--- config.mk ---
export PLATFORM = sky130hd
export DESIGN_NAME = vga_timing_gen
export DESIGN_NICKNAME = d
export VERILOG_FILES = /design/src/rtl/vga_pkg.sv /design/src/rtl/vga_axis_counter.sv /design/src/rtl/vga_timing_gen.sv
export SDC_FILE = /design/constraint.sdc
export NUM_CORES = 1
export LEC_CHECK = 0
export ABC_AREA = 0
export CAP_MARGIN = 5
export CELL_PAD_IN_SITES_DETAIL_PLACEMENT = 1
export CELL_PAD_IN_SITES_GLOBAL_PLACEMENT = 1
export CORE_ASPECT_RATIO = 0.5
export CORE_MARGIN = 2
export CORE_UTILIZATION = 33
export DETAILED_ROUTE_END_ITERATION = 6
export PLACE_DENSITY_LB_ADDON = 0.1
export SLEW_MARGIN = 20
export SYNTH_ARGS = -nofsm -noshare
export SYNTH_HDL_FRONTEND = slang
export SYNTH_SLANG_ARGS = --single-unit
--- constraint.sdc ---
create_clock -name vgaclk -period 2.18 [get_ports vgaclk]
set_input_delay 0.327 -clock vgaclk [delete_from_list [all_inputs] [get_ports vgaclk]]
set_output_delay 0.327 -clock vgaclk [all_outputs]
set_load 0.03 [all_outputs]
--- src/rtl/vga_pkg.sv ---
// Shared VGA timing types, default 640x480@60 timing
// and a helper for the per-axis total.
package vga_pkg;

    localparam int DEF_H_ACTIVE = 640;
    localparam int DEF_H_FP     = 16;
    localparam int DEF_H_SYNC   = 96;
    localparam int DEF_H_BP     = 48;
    localparam int DEF_V_ACTIVE = 480;
    localparam int DEF_V_FP     = 10;
    localparam int DEF_V_SYNC   = 2;
    localparam int DEF_V_BP     = 33;

    typedef struct packed {
        int active;
        int fp;
        int sync;
        int bp;
    } vga_timing_t;

    function automatic int timing_total(vga_timing_t t);
        return t.active + t.fp + t.sync + t.bp;
    endfunction

endpackage

--- src/rtl/vga_axis_counter.sv ---
// One raster axis: wrapping counter with sync/active flags
// registered from the next count so they align with cnt.
module vga_axis_counter
    import vga_pkg::*;
#(
    parameter int   ACTIVE = 640,
    parameter int   FP     = 16,
    parameter int   SYNC   = 96,
    parameter int   BP     = 48,
    parameter logic POL    = 1'b0,
    parameter int   CW     = 10
) (
    input  logic          vgaclk,
    input  logic          reset,
    input  logic          inc,
    output logic [CW-1:0] cnt,
    output logic          wrap,
    output logic          sync,
    output logic          active
);

    localparam vga_timing_t T = '{
        active: ACTIVE, fp: FP, sync: SYNC, bp: BP
    };
    localparam int TOT = timing_total(T);

    // One extra bit so segment ends equal to 2**CW still compare
    localparam logic [CW:0] LAST    = (CW+1)'(TOT - 1);
    localparam logic [CW:0] S_BEG   = (CW+1)'(ACTIVE + FP);
    localparam logic [CW:0] S_END   = (CW+1)'(ACTIVE + FP + SYNC);
    localparam logic [CW:0] ACT_END = (CW+1)'(ACTIVE);

    logic [CW-1:0] nxt;
    logic [CW:0]   nxt_w;

    always_comb begin
        wrap  = inc && ({1'b0, cnt} == LAST);
        nxt   = cnt;
        if (wrap)
            nxt = '0;
        else if (inc)
            nxt = cnt + CW'(1);
        nxt_w = {1'b0, nxt};
    end

    always_ff @(posedge vgaclk) begin
        if (reset) begin
            cnt    <= '0;
            sync   <= ~POL;
            active <= 1'b1;
        end else begin
            cnt    <= nxt;
            sync   <= (nxt_w >= S_BEG && nxt_w < S_END) ? POL : ~POL;
            active <= nxt_w < ACT_END;
        end
    end

endmodule

--- src/rtl/vga_timing_gen.sv ---
// Parametrised VGA raster generator: x/y counters, syncs,
// data enable, line/frame start flags and frame counter.
module vga_timing_gen
    import vga_pkg::*;
#(
    parameter int   H_ACTIVE  = DEF_H_ACTIVE,
    parameter int   H_FP      = DEF_H_FP,
    parameter int   H_SYNC    = DEF_H_SYNC,
    parameter int   H_BP      = DEF_H_BP,
    parameter int   V_ACTIVE  = DEF_V_ACTIVE,
    parameter int   V_FP      = DEF_V_FP,
    parameter int   V_SYNC    = DEF_V_SYNC,
    parameter int   V_BP      = DEF_V_BP,
    parameter logic HSYNC_POL = 1'b0,
    parameter logic VSYNC_POL = 1'b0,
    parameter int   CW        = 10,
    parameter int   FW        = 8
) (
    input  logic          vgaclk,
    input  logic          reset,
    input  logic          en,
    output logic          hsync,
    output logic          vsync,
    output logic          de,
    output logic [CW-1:0] x,
    output logic [CW-1:0] y,
    output logic          sol,
    output logic          sof,
    output logic [FW-1:0] frame_cnt
);

    localparam vga_timing_t HT = '{
        active: H_ACTIVE, fp: H_FP, sync: H_SYNC, bp: H_BP
    };
    localparam vga_timing_t VT = '{
        active: V_ACTIVE, fp: V_FP, sync: V_SYNC, bp: V_BP
    };
    localparam int H_TOT = timing_total(HT);
    localparam int V_TOT = timing_total(VT);

    if (H_TOT > (1 << CW) || V_TOT > (1 << CW) ||
        H_ACTIVE == 0 || H_SYNC == 0 || H_BP == 0 ||
        V_ACTIVE == 0 || V_SYNC == 0 || V_BP == 0 ||
        CW == 0 || FW == 0) begin : g_bad_cfg
        $fatal(1, "vga_timing_gen: invalid timing parameters");
    end

    logic h_wrap;
    logic v_wrap;
    logic h_act;
    logic v_act;

    vga_axis_counter #(
        .ACTIVE(H_ACTIVE), .FP(H_FP), .SYNC(H_SYNC), .BP(H_BP),
        .POL(HSYNC_POL), .CW(CW)
    ) u_h (
        .vgaclk(vgaclk),
        .reset (reset),
        .inc   (en),
        .cnt   (x),
        .wrap  (h_wrap),
        .sync  (hsync),
        .active(h_act)
    );

    vga_axis_counter #(
        .ACTIVE(V_ACTIVE), .FP(V_FP), .SYNC(V_SYNC), .BP(V_BP),
        .POL(VSYNC_POL), .CW(CW)
    ) u_v (
        .vgaclk(vgaclk),
        .reset (reset),
        .inc   (h_wrap),
        .cnt   (y),
        .wrap  (v_wrap),
        .sync  (vsync),
        .active(v_act)
    );

    assign de = h_act & v_act;

    // A wrap this cycle is exactly when the next position is x==0 / (0,0)
    always_ff @(posedge vgaclk) begin
        if (reset) begin
            sol       <= 1'b1;
            sof       <= 1'b1;
            frame_cnt <= '0;
        end else if (en) begin
            sol <= h_wrap;
            sof <= v_wrap;
            if (v_wrap)
                frame_cnt <= frame_cnt + FW'(1);
        end
    end

endmodule
==> impl_metrics.prom <==
# TYPE chip_impl_metric gauge
chip_impl_metric{name="timing.final.setup_violations",unit=""} 1
chip_impl_metric{name="cell_internal_pwr",unit="mW"} 0.888
chip_impl_metric{name="worst_pin_slew",unit="ns"} 0.483
chip_impl_metric{name="synth.top_cell.area_share",unit="%"} 40.0
chip_impl_metric{name="timing.final.crit_period",unit="ns"} 2.19
chip_impl_metric{name="drt_wl_total",unit="mm"} 4.91
chip_impl_metric{name="cp_slowest_stage_delay",unit="ns"} 0.47
chip_impl_metric{name="num_io_pins",unit=""} 36
chip_impl_metric{name="post-route-worst-setup-slack",unit="ns"} -0.00763
chip_impl_metric{name="syn2layout_area_growth",unit="%"} 45.2
chip_impl_metric{name="sequential_fraction_of_the_synthesis_area",unit="%"} 40.0
chip_impl_metric{name="critical_path.n_buffers_inverters",unit=""} 0
chip_impl_metric{name="clock_insertion_delay_at_the_later_pin_of_the_skew_report",unit="ns"} 0.28
chip_impl_metric{name="worst_clock_skew",unit="ns"} 0.00525
chip_impl_info{name="grt_setup_unrepaired",value="yes"} 1
chip_impl_metric{name="final.fill_count",unit=""} 596
chip_impl_metric{name="floorplan.die_area",unit="um2"} 5780
chip_impl_metric{name="comb_power_share",unit="%"} 6.8
chip_impl_metric{name="fraction_of_power_consumed_by_sequential_logic",unit="%"} 54.5
chip_impl_metric{name="antenna_found_initial",unit=""} 0
chip_impl_metric{name="syn_nets",unit=""} 210
chip_impl_metric{name="finalCritPeriodShare",unit="%"} 100
chip_impl_metric{name="cap_viol_max_count",unit=""} 0
chip_impl_info{name="worst_path_max_delay_cell",value="sky130_fd_sc_hd__or4_1"} 1
chip_impl_info{name="netlist_top_cells_area",value="sky130_fd_sc_hd__dfxtp_1, sky130_fd_sc_hd__xnor2_1, sky130_fd_sc_hd__nor2_1, sky130_fd_sc_hd__nand2_1, sky130_fd_sc_hd__ha_1"} 1
chip_impl_metric{name="portBuffers",unit=""} 35
chip_impl_metric{name="met3_length",unit="um"} 178
chip_impl_metric{name="critical_path.max_fanout",unit=""} 3
chip_impl_metric{name="chipHeight",unit="um"} 54.8
chip_impl_metric{name="antenna_cells_inserted",unit=""} 0
chip_impl_metric{name="detailedRoute.firstIterationViolations",unit=""} 33
chip_impl_metric{name="synth_seq_cells",unit=""} 34
chip_impl_metric{name="register_area",unit="um2"} 702
chip_impl_metric{name="groute.usage.overall",unit="%"} 18.5
chip_impl_metric{name="worst_ir_drop_vdd",unit="mV"} 0.305
chip_impl_metric{name="synth_edf_count",unit=""} 0
chip_impl_metric{name="clock_sink_count",unit=""} 34
chip_impl_metric{name="grt_start_max_net_pins",unit=""} 12
chip_impl_metric{name="power_frac_clock",unit="%"} 38.8
chip_impl_metric{name="hold_buffers",unit=""} 0
chip_impl_metric{name="die_x",unit="um"} 106
chip_impl_metric{name="post_drt_wl_per_cell",unit="um"} 14.6
chip_impl_metric{name="total_leakage_power",unit="nW"} 0.842
chip_impl_info{name="violations",value="setup timing"} 1
chip_impl_info{name="layout_common_cells",value="sky130_fd_sc_hd__clkdlybuf4s50_1, sky130_fd_sc_hd__nor2_1, sky130_fd_sc_hd__buf_4"} 1
chip_impl_metric{name="drtPass1Iterations",unit=""} 4
chip_impl_metric{name="slew_viol_final",unit=""} 0
chip_impl_metric{name="routedLengthMet1",unit="mm"} 2.47
chip_impl_metric{name="switching_share",unit="%"} 23.4
chip_impl_metric{name="power-per-cell-area",unit="nW/um2"} 469
chip_impl_metric{name="post_synth_inst_count",unit=""} 203
chip_impl_metric{name="grt_pass1_wl",unit="mm"} 8.24
chip_impl_metric{name="post_layout_nonfiller_instances",unit=""} 337
chip_impl_info{name="postSynth.topFlopCell",value="sky130_fd_sc_hd__dfxtp_1"} 1
chip_impl_metric{name="cts.path.max_buffers",unit=""} 2
chip_impl_metric{name="design_power_total",unit="mW"} 1.16
chip_impl_metric{name="max_clock_freq",unit="GHz"} 0.457
chip_impl_metric{name="dr_total_vias",unit=""} 1693
chip_impl_metric{name="core.rowCount",unit=""} 18
chip_impl_metric{name="drc_errors",unit=""} 0
chip_impl_metric{name="place.detailed.instances",unit=""} 326
chip_impl_info{name="critical_path.cell_chain",value="or3b_4 -> or4_4 -> or3_4 -> or4_1 -> a21oi_1"} 1
chip_impl_info{name="outcome",value="finished with violations"} 1
chip_impl_info{name="synth_area_leader_cell",value="sky130_fd_sc_hd__dfxtp_1"} 1
chip_impl_metric{name="layout.core_utilization",unit="%"} 49.8
chip_impl_metric{name="start_util",unit="%"} 34.3
chip_impl_metric{name="nets",unit=""} 273
chip_impl_metric{name="ctsHtreeMaxLevel",unit=""} 2
chip_impl_metric{name="clk_transition_reported_paths",unit="ns"} 0.07
chip_impl_metric{name="multi_input_comb_area",unit="um2"} 986
chip_impl_metric{name="viasPerCell",unit=""} 5.02
chip_impl_info{name="hold_path_class",value="flop to flop"} 1
chip_impl_metric{name="worstPathArrival",unit="ns"} 2.40
chip_impl_metric{name="yosys_warnings",unit=""} 0
chip_impl_info{name="cts_tree",value="done"} 1
chip_impl_metric{name="mappedNetlistArea",unit="um2"} 1700
chip_impl_metric{name="timing.slew.headroom",unit="%"} 67.8
chip_impl_info{name="top_metal_layer_carrying_routed_signals",value="met4"} 1
chip_impl_info{name="critPathLaunchType",value="flop"} 1
chip_impl_metric{name="fraction_of_layout_cells_with_a_size_suffix_above_1",unit="%"} 20.2
chip_impl_metric{name="power_switching",unit="mW"} 0.271
chip_impl_info{name="path_class",value="flop to flop"} 1
chip_impl_metric{name="cts_inserted_buffers",unit=""} 5
chip_impl_metric{name="ant_nets",unit=""} 0
chip_impl_metric{name="hold_violation_count_in_the_final_report",unit=""} 0
chip_impl_metric{name="postSynthAreaPerCell",unit="um2"} 8.38
chip_impl_metric{name="yosys.cell_types.count",unit=""} 45
chip_impl_metric{name="met2RoutedLength",unit="mm"} 2.22
chip_impl_info{name="mostFrequentLayoutCell",value="sky130_fd_sc_hd__clkdlybuf4s50_1"} 1
chip_impl_metric{name="required",unit="ns"} 2.39
chip_impl_metric{name="ys_async_sr_fraction",unit="%"} 0
chip_impl_info{name="path_delay_family",value="simple AND/OR/NAND/NOR gates"} 1
chip_impl_metric{name="core_region_area",unit="um2"} 4950
chip_impl_metric{name="first_global_vias",unit=""} 1712
chip_impl_metric{name="gpl.final_weighted_congestion",unit=""} 0.813
chip_impl_metric{name="dpl.hpwl",unit="mm"} 3.79
chip_impl_info{name="endpoint_kind",value="flop"} 1
chip_impl_info{name="ctsRootBufferMaster",value="sky130_fd_sc_hd__clkbuf_8"} 1
chip_impl_metric{name="globalRoute.totalOverflow",unit=""} 0
## timing repair
action | in CTS | in global routing
pin swaps | 1 | 0
buffers inserted | 3 | 0
setup endpoints to repair | 1 | 5
resized for setup | 2 | 4
## worst register-to-register path: stages (launching register included)
cell and delay (ns):
sky130_fd_sc_hd__dfxtp_4 0.35, sky130_fd_sc_hd__or3b_4 0.39, sky130_fd_sc_hd__or4_4 0.44, sky130_fd_sc_hd__or3_4 0.34, sky130_fd_sc_hd__or4_1 0.47, sky130_fd_sc_hd__a21oi_1 0.13
## final cells by class
class | count | share of cell area [%]
Clock buffer | 8 | 3.24
Inverter | 9 | 1.37
Multi-Input combinational cell | 152 | 39.9
Sequential cell | 34 | 28.4
Tap cell | 70 | 3.55
Timing Repair Buffer | 64 | 23.5
## state kept, by name, indices dropped and copies added, names as in the netlist
signal	cells
sof	1
u_h.cnt	10
sol	1
u_v.active	1
frame_cnt	8
u_h.sync	1
u_v.cnt	10
u_v.sync	1
u_h.active	1
## metrics by stage
stage          setup WS [ns]  hold slack (ns)  instance area [um2]  TNS [ns]
2_1_floorplan         -0.121            0.552                 1750    -0.121
3_3_place_gp          -0.277            0.435                 2350     -1.80
3_5_place_dp          -0.321            0.441                 2350     -2.18
4_1_cts             -0.00819            0.458                 2450  -0.00819
5_1_grt              -0.0605            0.475                 2470   -0.0605
6_report            -0.00763            0.451                 2470  -0.00763
## final timing paths
check / start / to / slack (ns) / cells after the start
setup / recovery: u_h.cnt[9] / frame_cnt[7] / -0.008 / 5
hold / removal: sof / sof / 0.45 / 1
setup reg to reg: u_h.cnt[9] / frame_cnt[7] / -0.008 / 5
hold reg to reg: sof / sof / 0.45 / 1
## synthesized netlist by cell type, types with 3 or more instances
library cell / n
sky130_fd_sc_hd__xnor2_1: 17
sky130_fd_sc_hd__clkbuf_1: 6
sky130_fd_sc_hd__o21ai_0: 5
sky130_fd_sc_hd__a21oi_1: 5
sky130_fd_sc_hd__nand4_1: 5
sky130_fd_sc_hd__dfxtp_1: 34
sky130_fd_sc_hd__nor2_1: 31
sky130_fd_sc_hd__nor4_1: 8
sky130_fd_sc_hd__ha_1: 4
sky130_fd_sc_hd__inv_1: 9
sky130_fd_sc_hd__nor3_1: 7
sky130_fd_sc_hd__xor2_1: 5
sky130_fd_sc_hd__nor2b_1: 3
sky130_fd_sc_hd__nand3_1: 9
sky130_fd_sc_hd__nand2_1: 16
## power by group through the flow
stage          Combinational, mW  Clock (mW)  Sequential, mW
4_1_cts                   0.0798       0.466           0.631
3_5_place_dp              0.0757           0           0.647
2_1_floorplan             0.0237           0           0.661
3_3_place_gp              0.0744           0           0.646
5_1_grt                   0.0859       0.492           0.631
6_report                  0.0788       0.449           0.631
## logic make-up (layout without fill, tap and decap cells)
kind of cell               count (synthesis)  in the layout  share of synthesized area, %
and+or+nand+nor                           99             99                          30.2
adders and majority gates                  4              4                          2.94
AOI/OAI and AO/OA                         25             25                          9.93
buffers and inverters                     17             81                          4.27
DFF                                       34             34                          40.0
muxes                                      2              2                          1.25
xor gates and xnor gates                  22             22                          11.3
## per-layer routing
metal	vias up	track usage, %
li1	837	-
met1	816	23.8
met2	33	31.5
met3	7	4.52
met4	0	5.48
met5	-	0
(Power assumes the default switching activity.)
